File: src/rtl/tl_pkg.sv
// Shared definitions for the adaptive traffic signal controller: state/phase
// codes, light encodings and the routing context carried between phases.
package tl_pkg;

  // Enum values double as the externally visible phase codes.
  typedef enum logic [3:0] {
    ST_INIT  = 4'd0,
    ST_M_G   = 4'd1,
    ST_M_Y   = 4'd2,
    ST_M_L   = 4'd3,
    ST_CLR   = 4'd4,
    ST_S_G   = 4'd5,
    ST_S_Y   = 4'd6,
    ST_P_G   = 4'd7,
    ST_EMG_M = 4'd8,
    ST_EMG_S = 4'd9
  } state_e;

  localparam logic [3:0] M_GREEN  = 4'b0001;
  localparam logic [3:0] M_YELLOW = 4'b0010;
  localparam logic [3:0] M_LEFT   = 4'b1100;
  localparam logic [3:0] M_RED    = 4'b0100;

  localparam logic [2:0] S_GREEN  = 3'b001;
  localparam logic [2:0] S_YELLOW = 3'b010;
  localparam logic [2:0] S_RED    = 3'b100;

  // Where the cycle goes after the next yellow/all-red.
  typedef struct packed {
    logic left_done;    // main left already served this main window
    logic emg_rel;      // current yellow follows an emergency release
    logic resume_main;  // all-red hands over to main green, else secondary
  } route_t;

endpackage

File: src/rtl/phase_timer.sv
// Tick-gated phase timer: duration is latched on load and held for the whole
// phase; done fires on the tick that completes the last unit.
module phase_timer #(
  parameter int TIME_W = 6
) (
  input  logic              clk,
  input  logic              rst,
  input  logic              tick,
  input  logic              load,
  input  logic [TIME_W-1:0] dur_in,
  output logic              done,
  output logic [TIME_W-1:0] remain
);

  logic [TIME_W-1:0] timer_q, timer_d;
  logic [TIME_W-1:0] dur_q, dur_d;

  always_comb begin
    // NOTE: defaults first so every path assigns both signals and no latch is inferred.
    timer_d = timer_q;
    dur_d   = dur_q;
    if (load) begin
      dur_d   = dur_in;
      timer_d = '0;
    end else if (tick && (timer_q < dur_q)) begin
      timer_d = timer_q + TIME_W'(1);
    end
  end

  always_ff @(posedge clk) begin
    // NOTE: non-blocking assignments for state so all flops update from pre-edge values.
    if (rst) begin
      timer_q <= '0;
      dur_q   <= '0;
    end else begin
      timer_q <= timer_d;
      dur_q   <= dur_d;
    end
  end

  // A zero duration (untimed phases) never completes.
  assign done   = tick && (dur_q != '0) && (timer_q == dur_q - TIME_W'(1));
  assign remain = dur_q - timer_q;

endmodule

File: src/rtl/adaptive_signal_ctrl.sv
// Demand-adaptive two-road signal controller with main left turn, pedestrian
// phase and emergency preemption that always passes through yellow and all-red.
module adaptive_signal_ctrl
  import tl_pkg::*;
#(
  parameter int CNT_W   = 3,
  parameter int TIME_W  = 6,
  parameter int BASE_MG = 20,
  parameter int BASE_ML = 4,
  parameter int BASE_SG = 10,
  parameter int BASE_PG = 8,
  parameter int SHIFT   = 2,
  parameter int MAX_T   = 40,
  parameter int YEL_T   = 3,
  parameter int CLR_T   = 1
) (
  input  logic              clk,
  input  logic              rst,
  input  logic              tick,
  input  logic [CNT_W-1:0]  main_num,
  input  logic [CNT_W-1:0]  left_num,
  input  logic [CNT_W-1:0]  sec_num,
  input  logic [CNT_W-1:0]  p_num,
  input  logic              m_emergency,
  input  logic              s_emergency,
  output logic [3:0]        m_LRYG,
  output logic [2:0]        s_RYG,
  output logic              ped,
  output logic [3:0]        phase,
  output logic [TIME_W-1:0] remain
);

  localparam int SUM_W = TIME_W + CNT_W;

  state_e            state_q, state_d;
  route_t            route_q, route_d;
  logic              tmr_done;
  logic [TIME_W-1:0] dur_in;
  logic              emg;

  // Sum is formed wide enough that the demand term cannot wrap before clamping.
  function automatic logic [TIME_W-1:0] green_dur(input int base, input logic [CNT_W-1:0] num);
    logic [SUM_W-1:0] sum;
    sum = SUM_W'(base) + (SUM_W'(num) << SHIFT);
    if (sum > SUM_W'(MAX_T)) sum = SUM_W'(MAX_T);
    if (sum == '0) sum = SUM_W'(1);
    return sum[TIME_W-1:0];
  endfunction

  assign emg = m_emergency | s_emergency;

  always_ff @(posedge clk) begin
    if (rst) begin
      state_q <= ST_INIT;
      route_q <= '0;
    end else begin
      state_q <= state_d;
      route_q <= route_d;
    end
  end

  always_comb begin
    state_d = state_q;
    unique case (state_q)
      ST_INIT:  state_d = ST_M_G;
      ST_M_G:   if (emg || tmr_done) state_d = ST_M_Y;
      ST_M_Y:   if (tmr_done) state_d = (emg || route_q.emg_rel || route_q.left_done ||
                                         left_num == '0) ? ST_CLR : ST_M_L;
      ST_M_L:   if (emg) state_d = ST_M_Y;
                else if (tmr_done) state_d = ST_CLR;
      ST_CLR:   if (tmr_done) begin
                  if (m_emergency)            state_d = ST_EMG_M;
                  else if (s_emergency)       state_d = ST_EMG_S;
                  else if (route_q.resume_main) state_d = ST_M_G;
                  else                        state_d = ST_S_G;
                end
      ST_S_G:   if (emg || tmr_done) state_d = ST_S_Y;
      ST_S_Y:   if (tmr_done) state_d = (emg || route_q.emg_rel || p_num == '0) ? ST_CLR : ST_P_G;
      ST_P_G:   if (emg || tmr_done) state_d = ST_CLR;
      ST_EMG_M: if (!m_emergency) state_d = ST_M_Y;
      ST_EMG_S: if (!s_emergency) state_d = ST_S_Y;
      default:  state_d = ST_CLR;
    endcase
  end

  // Routing context and the duration to latch, both keyed on the phase being entered.
  always_comb begin
    route_d = route_q;
    dur_in  = '0;
    case (state_d)
      ST_M_G: begin
        route_d.left_done = 1'b0;
        dur_in = green_dur(BASE_MG, main_num);
      end
      ST_M_L: begin
        route_d.left_done = 1'b1;
        dur_in = green_dur(BASE_ML, left_num);
      end
      ST_S_G: dur_in = green_dur(BASE_SG, sec_num);
      ST_P_G: dur_in = green_dur(BASE_PG, p_num);
      ST_M_Y, ST_S_Y: begin
        if (state_q == ST_EMG_M || state_q == ST_EMG_S) route_d.emg_rel = 1'b1;
        dur_in = TIME_W'(YEL_T);
      end
      ST_CLR: begin
        route_d.resume_main = route_q.emg_rel || state_q == ST_S_Y || state_q == ST_P_G;
        route_d.emg_rel     = 1'b0;
        dur_in = TIME_W'(CLR_T);
      end
      default: dur_in = '0;
    endcase
  end

  phase_timer #(.TIME_W(TIME_W)) u_timer (
    .clk    (clk),
    .rst    (rst),
    .tick   (tick),
    .load   (state_d != state_q),
    .dur_in (dur_in),
    .done   (tmr_done),
    .remain (remain)
  );

  always_comb begin
    m_LRYG = M_RED;
    s_RYG  = S_RED;
    ped    = 1'b0;
    phase  = state_q;
    case (state_q)
      ST_M_G:   m_LRYG = M_GREEN;
      ST_M_Y:   m_LRYG = M_YELLOW;
      ST_M_L:   m_LRYG = M_LEFT;
      ST_S_G:   s_RYG  = S_GREEN;
      ST_S_Y:   s_RYG  = S_YELLOW;
      ST_P_G:   ped    = 1'b1;
      ST_EMG_M: m_LRYG = M_GREEN;
      ST_EMG_S: s_RYG  = S_GREEN;
      default:  ;
    endcase
  end

endmodule

File: config.mk
export PLATFORM = sky130hd
export DESIGN_NAME = adaptive_signal_ctrl
export DESIGN_NICKNAME = d
export VERILOG_FILES = /design/src/rtl/tl_pkg.sv /design/src/rtl/phase_timer.sv /design/src/rtl/adaptive_signal_ctrl.sv
export SDC_FILE = /design/constraint.sdc
export NUM_CORES = 1
export LEC_CHECK = 0
export ABC_AREA = 1
export BUFFER_PORTS_ARGS = -buffer_cell sky130_fd_sc_hd__clkbuf_2
export CAP_MARGIN = 10
export CORE_UTILIZATION = 52
export DETAILED_ROUTE_END_ITERATION = 10
export HOLD_SLACK_MARGIN = 0.08
export MAX_ROUTING_LAYER = met4
export PLACE_DENSITY = 0.77
export SLEW_MARGIN = 15
export SYNTH_ARGS = -nofsm -noshare
export SYNTH_HDL_FRONTEND = slang
export SYNTH_SLANG_ARGS = --single-unit
export TNS_END_PERCENT = 1
File: constraint.sdc
create_clock -name clk -period 2.4 [get_ports clk]
set_input_delay 0.48 -clock clk [delete_from_list [all_inputs] [get_ports clk]]
set_output_delay 0.48 -clock clk [all_outputs]
set_load 0.03 [all_outputs]
==> impl_metrics.csv, run 1 <==
group,metric,value,unit
global_route,grt_max_degree,12,
timing,hold_viol,0,
die,top_level_ports,35,
synthesis,synth_top_area_cell,"dfxtp_1",
die,rows,23,
critical_path,critPathMaxStageDelay,0.48,ns
outcome,outcome,"finished with violations",
detailed_routing,drtPass1Iterations,4,
synthesis,synth_warnings,0,
die,core-area,4058,sq um
synthesis,synth-xor-area-share,0.04992,
global_route,grt_pass1_vias,2067,
clocking,clk-insertion-delay-late,0.26,ns
clocking,cts_tree,"done",
outcome,violations,"negative setup slack",
clocking,clk_pin_slew_worst_paths,0.08,ns
detailed_routing,route.detailed.drc,0,
run,maxCapViolations,0,
detailed_routing,wirelength,6072,um
timing,whs,0.5056,ns
pwr,power_density,654.8,nW/um^2
placed_design,gp_congestion,0.9127,
worst_hold_path,min_from,"route_q[1]$_SDFFE_PP0P_",
cells_and_area,filler_cell_count,353,
critical_path,r2r-end,"u_timer.dur_q[0]$_SDFFE_PP0P_",
detailed_routing,vias_per_cell,5.148,
synthesis,synth_edf_count,0,
synthesis,ys_types,38,
timing,rsz0062_at_grt,"yes",
critical_path,arrival,2.70,ns
clocking,cts_hold_buf,0,
critical_path,r2r_cells,16,
detailed_routing,vias,2399,
cells_and_area,antenna_cells,0,
die,die-area,4556,sq um
global_route,antenna_found_initial,0,
timing,tightest_slew,0.5164,ns
timing,final.min_clock_period,2.489,ns
synthesis,synth_area,2231,sq um
clocking,clockBufferDepth,2,
synthesis,synthCells,352,
critical_path,rr_startpoint,"u_timer.dur_q[3]$_SDFFE_PP0P_",
clocking,htreeDepth,1,
synthesis,synthMuxAreaShare,0,
synthesis,synth_top_family_by_area,"simple AND/OR/NAND/NOR gates",
critical_path,worst_ep_required_time,2.61,ns
timing,fin_skew,0.002791,ns
clocking,cts-buffers-inserted,3,
synthesis,synth_flop_cell,"dfxtp_1",
synthesis,synthAdderAreaFrac,0.1099,
synthesis,postSynthAreaPerCell,6.338,sq um
global_route,grt_pass1_wl,8921,um
critical_path,critical_path_class,"flip-flop to flip-flop",
synthesis,ys_top_cells_by_area,"dfxtp_1, nand2_1, ha_1",
worst_hold_path,hold_class,"flip-flop to flip-flop",
critical_path,cp-end-kind,"flip-flop",
placed_design,port_buffers,34,
synthesis,synth-seq-area-share,0.1705,
critical_path,cp_slowest_cell,"dfxtp_1",
cells_and_area,drive_above_1_share,0.3462,
synthesis,yosys.area_share.simple,0.4577,
timing,finalWorstSetupSlack,-0.08925,ns
cells_and_area,syn_to_final_growth,28.60,%
die,initial_core_util,0.5498,
critical_path,crit_path_cell_trace,"inv_1 -> nand2_2 -> nor2_4 -> xor2_2 -> nand2_4 -> nand3_4 -> nand2_2 -> nor2_4 -> nand3_4 -> nand2_2 -> nand2_2 -> nand3_4 -> nand2_4 -> nor2_4 -> nand2_2 -> nand2_1",
detailed_routing,drtIter0Drc,172,
synthesis,ys_seq_elements,19,
worst_hold_path,min_to,"route_q[1]$_SDFFE_PP0P_",
cells_and_area,design.final.nets,453,
synthesis,syn_nets,388,
die,die_h,67.50,um
worst_hold_path,min_path_cells,2,
global_route,gr-total-overflow,0,
pwr,p_leak,1.492,nW
synthesis,synth_top_area_frac,0.1705,
clocking,clock_sinks,19,
pwr,vdd_ir_drop_max,0.2975,mV
timing,timing.fmax,401.7,MHz
critical_path,startpoint_type,"flip-flop",
synthesis,yosysMostFrequentCell,"nand2_1",
timing,slew_headroom,0.6528,
timing,finalSetupTns,-0.6864,ns
timing,slew_viol_final,0,
critical_path,cp_max_fo,7,
detailed_routing,wl_per_cell,13.03,um
critical_path,crit_path_frequent_cell,"nand2_2",
clocking,root_buffer,"clkbuf_8",
placed_design,dp_hpwl,4565,um
synthesis,synth_common_cells,"nand2_1, inv_1, nor2_1",
die,die_w,67.50,um
timing,timing.final.crit_share,1.037,
detailed_routing,drt.antenna.violating_nets,0,
global_route,track_usage,0.2664,
synthesis,synth_compound_area_frac,0.1060,
critical_path,r2r_setup_slack,-0.09,ns
timing,setup_viol,14,
cells_and_area,post-route-util,0.7071,
synthesis,async_flop_share,0,
[sequential cells by signal (all words and copies together), names as in the netlist]
| register | count |
|---|---|
| phase | 4 |
| route_q | 3 |
| u_timer.dur_q | 6 |
| u_timer.timer_q | 6 |
[layout by cell type, fill, tap and decap left out, types with 3 or more instances in the layout]
cell / instances
a21oi_1: 13
a21oi_2: 4
buf_4: 27
clkbuf_2: 32
clkbuf_8: 3
dfxtp_1: 15
dfxtp_2: 4
ha_1: 14
ha_4: 4
inv_1: 48
inv_2: 10
nand2_1: 87
nand2_2: 15
nand2_4: 5
nand3_1: 20
nand3_4: 6
nand4_1: 7
nor2_1: 34
nor2_2: 10
nor2_4: 7
nor3_1: 3
o21ai_0: 9
o21ai_1: 4
xor2_1: 7
[repair_timing]
item	4_1_cts	5_1_grt
endpoints found under the hold margin	0	0
endpoints found under the setup margin	14	17
pin swaps	8	21
resized for setup	21	25
setup buffers	3	2
[worst max-delay path: cells and delay by family, from the launching register on]
kind / cells / cell delay [ns]
simple gates: 14 / 1.44
flops: 1 / 0.48
xor+xnor: 1 / 0.40
buf+inv: 1 / 0.12
[final cells by class]
type,instances,area (sq um),area share
repair buffers,61,385.4,0.1343
flip-flops and latches,19,385.4,0.1343
clock buffers,3,41.29,0.01439
inverters,61,239.0,0.08330
multi-input cells,271,1750,0.6101
clock inverters,1,5.005,0.001744
well taps,50,62.56,0.02181
[layer usage]
| metal | track usage | vias up | part of all wire |
|---|---|---|---|
| met5 | - | - | 0 |
| met4 | 0.1277 | 0 | 0.022 |
| met3 | 0.02703 | 12 | 0.037 |
| met2 | 0.3998 | 60 | 0.48 |
| met1 | 0.3535 | 1083 | 0.47 |
| li1 | - | 1244 | - |
[how the worst max path moves through the flow]
stage / startpoint / endpoint / slack, ns / cells past startpoint
final: u_timer.dur_q[3]$_SDFFE_PP0P_ / u_timer.dur_q[0]$_SDFFE_PP0P_ / -0.09 / 16
after floorplan: phase[1]$_SDFF_PP0_ / u_timer.timer_q[3]$_SDFFE_PP0P_ / 0.03 / 13
after global routing: u_timer.dur_q[3]$_SDFFE_PP0P_ / u_timer.dur_q[0]$_SDFFE_PP0P_ / -0.25 / 16
after CTS: u_timer.dur_q[0]$_SDFFE_PP0P_ / u_timer.timer_q[5]$_SDFFE_PP0P_ / -0.01 / 18
after global placement: u_timer.dur_q[0]$_SDFFE_PP0P_ / u_timer.dur_q[4]$_SDFFE_PP0P_ / -0.03 / 20
after detailed placement: u_timer.dur_q[0]$_SDFFE_PP0P_ / u_timer.dur_q[5]$_SDFFE_PP0P_ / -0.07 / 20
[kinds of logic after synthesis]
logic type | after synthesis
buf+inv | 62
compound gates | 39
simple gates | 202
xor+xnor | 11
flops | 19
fa+ha+maj | 19
[metrics by stage]
step | std cells | setup WS, ns | cell area, sq um | total power [mW]
after CTS | 464 | -0.01368 | 2758 | 1.779
after global routing | 466 | -0.2497 | 2869 | 2.009
final | 466 | -0.08925 | 2869 | 1.879
after detailed placement | 457 | -0.06641 | 2624 | 1.498
after global placement | 457 | -0.03325 | 2624 | 1.475
after floorplan | 352 | 0.03273 | 2231 | 1.190
[where the power goes]
| group | internal (mW) | switching [mW] |
|---|---|---|
| Sequential | 0.348 | 0.0527 |
| Clock | 0.116 | 0.123 |
| Combinational | 0.459 | 0.779 |
No activity file was read; power rests on OpenSTA's default activity.
==> run 2, diff against run 1 <==
- BUFFER_PORTS_ARGS: -buffer_cell sky130_fd_sc_hd__clkbuf_2 -> -buffer_cell sky130_fd_sc_hd__buf_2
==> impl_metrics.csv, run 2 (synthesis results as in run 1) <==
group,metric,value,unit
placed_design,port_buffers,34,
die,initial_core_util,0.5498,
placed_design,post-place-ws,-0.05832,ns
critical_path,crit_path_frequent_cell,"nand2_1",
die,die_w,67.50,um
die,die_h,67.50,um
pwr,p_leak,1.471,nW
die,top_level_ports,35,
critical_path,cp-endpoint,"u_timer.timer_q[5]$_SDFFE_PP0P_",
detailed_routing,wl_per_cell,12.35,um
timing,hold_viol,0,
placed_design,dp_hpwl,4496,um
pwr,p_seq_frac,0.216,
detailed_routing,drtIter0Drc,161,
critical_path,startpoint_type,"flip-flop",
timing,final.min_clock_period,2.374,ns
global_route,grt_pass1_vias,2108,
timing,finalWorstSetupSlack,0.02607,ns
pwr,p_int,0.9163,mW
detailed_routing,route.detailed.drc,0,
cells_and_area,post-route-util,0.6916,
critical_path,critical_path_class,"flip-flop to flip-flop",
pwr,p_sw_frac,0.5009,
clocking,clock_sinks,19,
detailed_routing,routed.top_layer,"met4",
run,maxCapViolations,0,
die,core-area,4058,sq um
detailed_routing,drtPass1Iterations,4,
critical_path,crit_family,"simple AND/OR/NAND/NOR gates",
critical_path,crit_path_cell_trace,"inv_2 -> ha_4 -> inv_1 -> nand2_1 -> nand3_1 -> nor2_1 -> nand2_1 -> nor2_4 -> nand2_4 -> inv_1 -> nand2_1 -> nand3_4 -> nand2_2 -> nand2_2 -> nand3_4 -> nor2_8 -> inv_6 -> a21oi_2",
timing,finalSetupTns,0,ns
clocking,cts_tree,"done",
placed_design,gp_congestion,0.9334,
timing,timing.final.crit_share,0.9891,
critical_path,r2r_setup_slack,0.03,ns
clocking,clk_pin_slew_worst_paths,0.08,ns
critical_path,cp_slowest_cell,"dfxtp_2",
detailed_routing,drt.antenna.violating_nets,0,
critical_path,cp-end-kind,"flip-flop",
critical_path,critPathBufInv,4,
pwr,clkPwrFrac,0.131,
die,die-area,4556,sq um
cells_and_area,antenna_cells,0,
critical_path,arrival,2.58,ns
clocking,cts-buffers-inserted,3,
critical_path,rr_startpoint,"u_timer.dur_q[1]$_SDFFE_PP0P_",
clocking,cts_hold_buf,0,
global_route,grt_pass1_wl,9045,um
clocking,root_buffer,"clkbuf_8",
pwr,power_density,654.1,nW/um^2
cells_and_area,final_cell_mix,"nand2_1, inv_1, nor2_1",
timing,timing.fmax,421.2,MHz
cells_and_area,design.final.nets,449,
clocking,htreeDepth,1,
clocking,clk-insertion-delay-late,0.27,ns
critical_path,worst-path-stages,18,
critical_path,cp_max_fo,7,
timing,rsz0062_at_grt,"yes",
clocking,clockBufferDepth,2,
cells_and_area,layout.cells.most_common,"nand2_1",
timing,fin_skew,0.001727,ns
pwr,p_switching,0.9195,mW
timing,slew_viol_final,0,
worst_hold_path,hold_class,"flip-flop to flip-flop",
detailed_routing,met2_length,2700,um
global_route,gr-total-overflow,0,
die,rows,23,
detailed_routing,vias_per_cell,5.087,
timing,whs,0.5150,ns
timing,tightest_slew,0.3512,ns
detailed_routing,wirelength,5705,um
critical_path,worst_ep_required_time,2.61,ns
cells_and_area,syn_to_final_growth,25.80,%
outcome,outcome,"finished, final reports clean",
critical_path,critPathMaxStageDelay,0.34,ns
pwr,total_power,1.836,mW
global_route,track_usage,0.2666,
critical_path,r2r-end,"u_timer.timer_q[5]$_SDFFE_PP0P_",
critical_path,cp-startpoint,"u_timer.dur_q[1]$_SDFFE_PP0P_",
cells_and_area,filler_cell_count,358,
pwr,comb_power_share,0.652,
detailed_routing,met1_length,2725,um
global_route,antenna_found_initial,0,
timing,slew_headroom,0.7657,
detailed_routing,wl_met3,218,um
pwr,vdd_ir_drop_max,0.3087,mV
cells_and_area,drive_above_1_share,0.3350,
worst_hold_path,min_from,"route_q[1]$_SDFFE_PP0P_",
critical_path,r2r_cells,18,
timing,setup_viol,0,
global_route,grt_max_degree,12,
detailed_routing,vias,2350,
[run 2: cell types whose count changed in the layout (fill, tap and decap cells not counted), sizes merged]
cell / previous run / this run
clkbuf: 35 / 3
buf: 29 / 57
[run 2: stage by stage]
stage	cells	instance area (sq um)
2_1_floorplan	352	2231
3_3_place_gp	454	2601
3_5_place_dp	454	2601
4_1_cts	461	2726
5_1_grt	462	2806
6_report	462	2806
[run 2: worst min path at each step]
stage / endpoint / slack [ns] / cells after the start
2_1_floorplan: u_timer.dur_q[0]$_SDFFE_PP0P_ / 0.43 / 2
3_3_place_gp: u_timer.dur_q[0]$_SDFFE_PP0P_ / 0.44 / 2
3_5_place_dp: u_timer.dur_q[0]$_SDFFE_PP0P_ / 0.45 / 2
4_1_cts: route_q[1]$_SDFFE_PP0P_ / 0.51 / 2
5_1_grt: route_q[0]$_SDFFE_PP0N_ / 0.54 / 2
6_report: route_q[1]$_SDFFE_PP0P_ / 0.51 / 2
[run 2: power groups by stage]
stage	logic (mW)	clock network, mW	registers, mW
after floorplan	0.793	0	0.397
after CTS	1.13	0.237	0.392
after global placement	1.07	0	0.395
after detailed placement	1.09	0	0.396
after global routing	1.32	0.256	0.403
final	1.20	0.241	0.397
[run 2: cell type report]
class	instances	area [sq um]	share of cell area
clock buffer	3	41.29	0.01471
clock inverter	1	5.005	0.001783
inverter	61	236.5	0.08426
multi-input combinational	271	1722	0.6135
sequential	19	391.6	0.1395
tap	50	62.56	0.02229
timing repair buffer	57	347.8	0.1239
[run 2: worst reg2reg max path, cell delays in order (launching register included)]
cell and delay [ns]:
dfxtp_2 0.34, inv_2 0.07, ha_4 0.27, inv_1 0.03, nand2_1 0.05, nand3_1 0.07
nor2_1 0.10, nand2_1 0.09, nor2_4 0.16, nand2_4 0.14, inv_1 0.14, nand2_1 0.12
nand3_4 0.14, nand2_2 0.06, nand2_2 0.08, nand3_4 0.12, nor2_8 0.17, inv_6 0.07
a21oi_2 0.10
[run 2: layer usage]
layer | track usage | vias to the layer above
met4 | 0.05319 | 0
met3 | 0.02534 | 7
met2 | 0.4245 | 71
li1 | - | 1237
met1 | 0.3629 | 1035
met5 | - | -
[run 2: timing repair]
item | in CTS | in global routing
setup buffers | 3 | 1
setup endpoints to repair | 14 | 17
endpoints found under the hold margin | 0 | 0
resized for setup | 17 | 21
pin swaps | 7 | 6
==> run 3, diff against run 2 <==
- BUFFER_PORTS_ARGS: -buffer_cell sky130_fd_sc_hd__buf_2 -> -buffer_cell sky130_fd_sc_hd__buf_4
==> impl_metrics.csv, run 3 (synthesis results as in run 1) <==
group,metric,value,unit
timing,rsz0062_at_grt,"yes",
worst_hold_path,min_path_cells,2,
clocking,root_buffer,"clkbuf_8",
cells_and_area,final_area,2883,sq um
placed_design,dpl_cell_area,2709,sq um
timing,timing.fmax,409.0,MHz
pwr,p_leak,1.491,nW
critical_path,cp_max_fo,4,
cells_and_area,filler_cell_count,369,
global_route,grt_pass1_wl,9121,um
cells_and_area,layout.cells.most_common,"nand2_1",
timing,finalSetupTns,-0.2032,ns
critical_path,startpoint_type,"flip-flop",
placed_design,dp_hpwl,4643,um
die,die_h,67.50,um
pwr,power_density,641.6,nW/um^2
timing,setup_viol,13,
timing,slew_headroom,0.7637,
die,die_w,67.50,um
timing,timing.final.crit_share,1.019,
timing,tightest_slew,0.3507,ns
cells_and_area,final_cell_mix,"nand2_1, buf_4, inv_1",
cells_and_area,design.final.nets,451,
pwr,p_switching,0.9154,mW
detailed_routing,vias_per_cell,5.114,
placed_design,placed_cells,457,
detailed_routing,wl_per_cell,12.48,um
detailed_routing,route.detailed.drc,0,
die,top_level_ports,35,
placed_design,gp_congestion,0.8770,
critical_path,crit_path_cell_trace,"inv_1 -> ha_1 -> a21oi_1 -> o21ai_1 -> a21oi_1 -> nor2_1 -> nor2_1 -> xor2_1 -> buf_4",
detailed_routing,drtIter0Drc,143,
placed_design,port_buffers,34,
critical_path,crit_family,"compound AO/OA/AOI/OAI gates",
global_route,track_usage,0.2712,
critical_path,arrival,1.97,ns
critical_path,rr_startpoint,"u_timer.dur_q[0]$_SDFFE_PP0P_",
run,maxCapViolations,0,
critical_path,cp_slowest_cell,"ha_1",
timing,slew_viol_final,0,
worst_hold_path,hold_class,"input pin to flip-flop",
die,core-area,4058,sq um
outcome,outcome,"finished with violations",
timing,whs,0.4709,ns
critical_path,critPathBufInv,2,
clocking,htreeDepth,1,
detailed_routing,vias,2373,
critical_path,r2r-end,"u_timer.timer_q[3]$_SDFFE_PP0P_",
cells_and_area,syn_to_final_growth,29.22,%
die,initial_core_util,0.5498,
clocking,clockBufferDepth,2,
critical_path,critPathMaxStageDelay,0.35,ns
timing,final.min_clock_period,2.445,ns
timing,fin_skew,0.004227,ns
cells_and_area,post-route-util,0.7105,
detailed_routing,drt.antenna.violating_nets,0,
clocking,cts_tree,"done",
critical_path,r2r_cells,18,
cells_and_area,drive_above_1_share,0.3285,
worst_hold_path,min_to,"phase[1]$_SDFF_PP0_",
detailed_routing,drtPass1Iterations,4,
global_route,grt_pass1_vias,2024,
cells_and_area,stdcell_count,464,
pwr,p_sw_frac,0.4949,
global_route,gr-total-overflow,0,
pwr,comb_power_share,0.656,
clocking,clock_sinks,19,
global_route,antenna_found_initial,0,
pwr,vdd_ir_drop_max,0.3132,mV
critical_path,r2r_setup_slack,-0.03,ns
clocking,cts-buffers-inserted,3,
timing,hold_viol,0,
detailed_routing,wirelength,5790,um
clocking,clk-insertion-delay-late,0.27,ns
placed_design,post-place-ws,-0.04672,ns
cells_and_area,antenna_cells,0,
pwr,clkPwrFrac,0.128,
die,die-area,4556,sq um
clocking,clk_pin_slew_worst_paths,0.08,ns
worst_hold_path,min_from,"rst",
timing,finalWorstSetupSlack,-0.04518,ns
global_route,grt_max_degree,13,
pwr,total_power,1.850,mW
pwr,p_int,0.9343,mW
die,rows,23,
critical_path,cp-end-kind,"output pin",
pwr,p_seq_frac,0.216,
outcome,violations,"negative setup slack",
critical_path,worst_ep_required_time,1.92,ns
critical_path,critical_path_class,"flip-flop to output pin",
[run 3: changes by cell type in the layout (fill, tap and decap cells not counted), sizes merged]
| cell | previous run | this run |
|---|---|---|
| buf | 57 | 59 |
| clkinvlp | 0 | 1 |
| clkinv | 1 | 0 |
[run 3: final cells by class]
class	count	area (sq um)	share of cell area
Clock buffer	3	41.29	0.01432
Clock inverter	1	7.507	0.002604
Inverter	61	236.5	0.08203
Multi-Input combinational cell	271	1708	0.5924
Sequential cell	19	384.1	0.1332
Tap cell	50	62.56	0.02170
Timing Repair Buffer	59	442.9	0.1536
[run 3: power by group through the flow]
stage | Combinational (mW) | Sequential [mW] | Clock (mW)
floorplan | 0.793 | 0.397 | 0
global placement | 1.12 | 0.400 | 0
detailed placement | 1.14 | 0.401 | 0
CTS | 1.18 | 0.398 | 0.245
global route | 1.33 | 0.405 | 0.256
finish | 1.21 | 0.399 | 0.237
[run 3: metal layers]
metal  routed length, um  track usage
met1                2724       0.3660
met2                2679       0.4332
met3                 301      0.03209
met4                  84      0.05053
met5                   0            -
[run 3: worst max-delay path by stage]
stage                                    startpoint                              end  slack, ns  depth (start not counted)
finish              u_timer.timer_q[2]$_SDFFE_PP0P_                        remain[5]      -0.05                          9
global route          u_timer.dur_q[0]$_SDFFE_PP0P_    u_timer.dur_q[0]$_SDFFE_PP0P_      -0.21                         18
CTS                   u_timer.dur_q[0]$_SDFFE_PP0P_  u_timer.timer_q[3]$_SDFFE_PP0P_      0.006                         18
detailed placement    u_timer.dur_q[0]$_SDFFE_PP0P_    u_timer.dur_q[2]$_SDFFE_PP0P_      -0.05                         17
global placement      u_timer.dur_q[0]$_SDFFE_PP0P_    u_timer.dur_q[4]$_SDFFE_PP0P_     -0.008                         20
floorplan                       phase[1]$_SDFF_PP0_  u_timer.timer_q[3]$_SDFFE_PP0P_       0.03                         13
[run 3: repair_timing]
item | 4_1_cts | 5_1_grt
hold buffers | 0 | 0
pin swaps | 6 | 5
setup endpoints to repair | 14 | 16
setup buffers | 3 | 0
resized for setup | 15 | 16
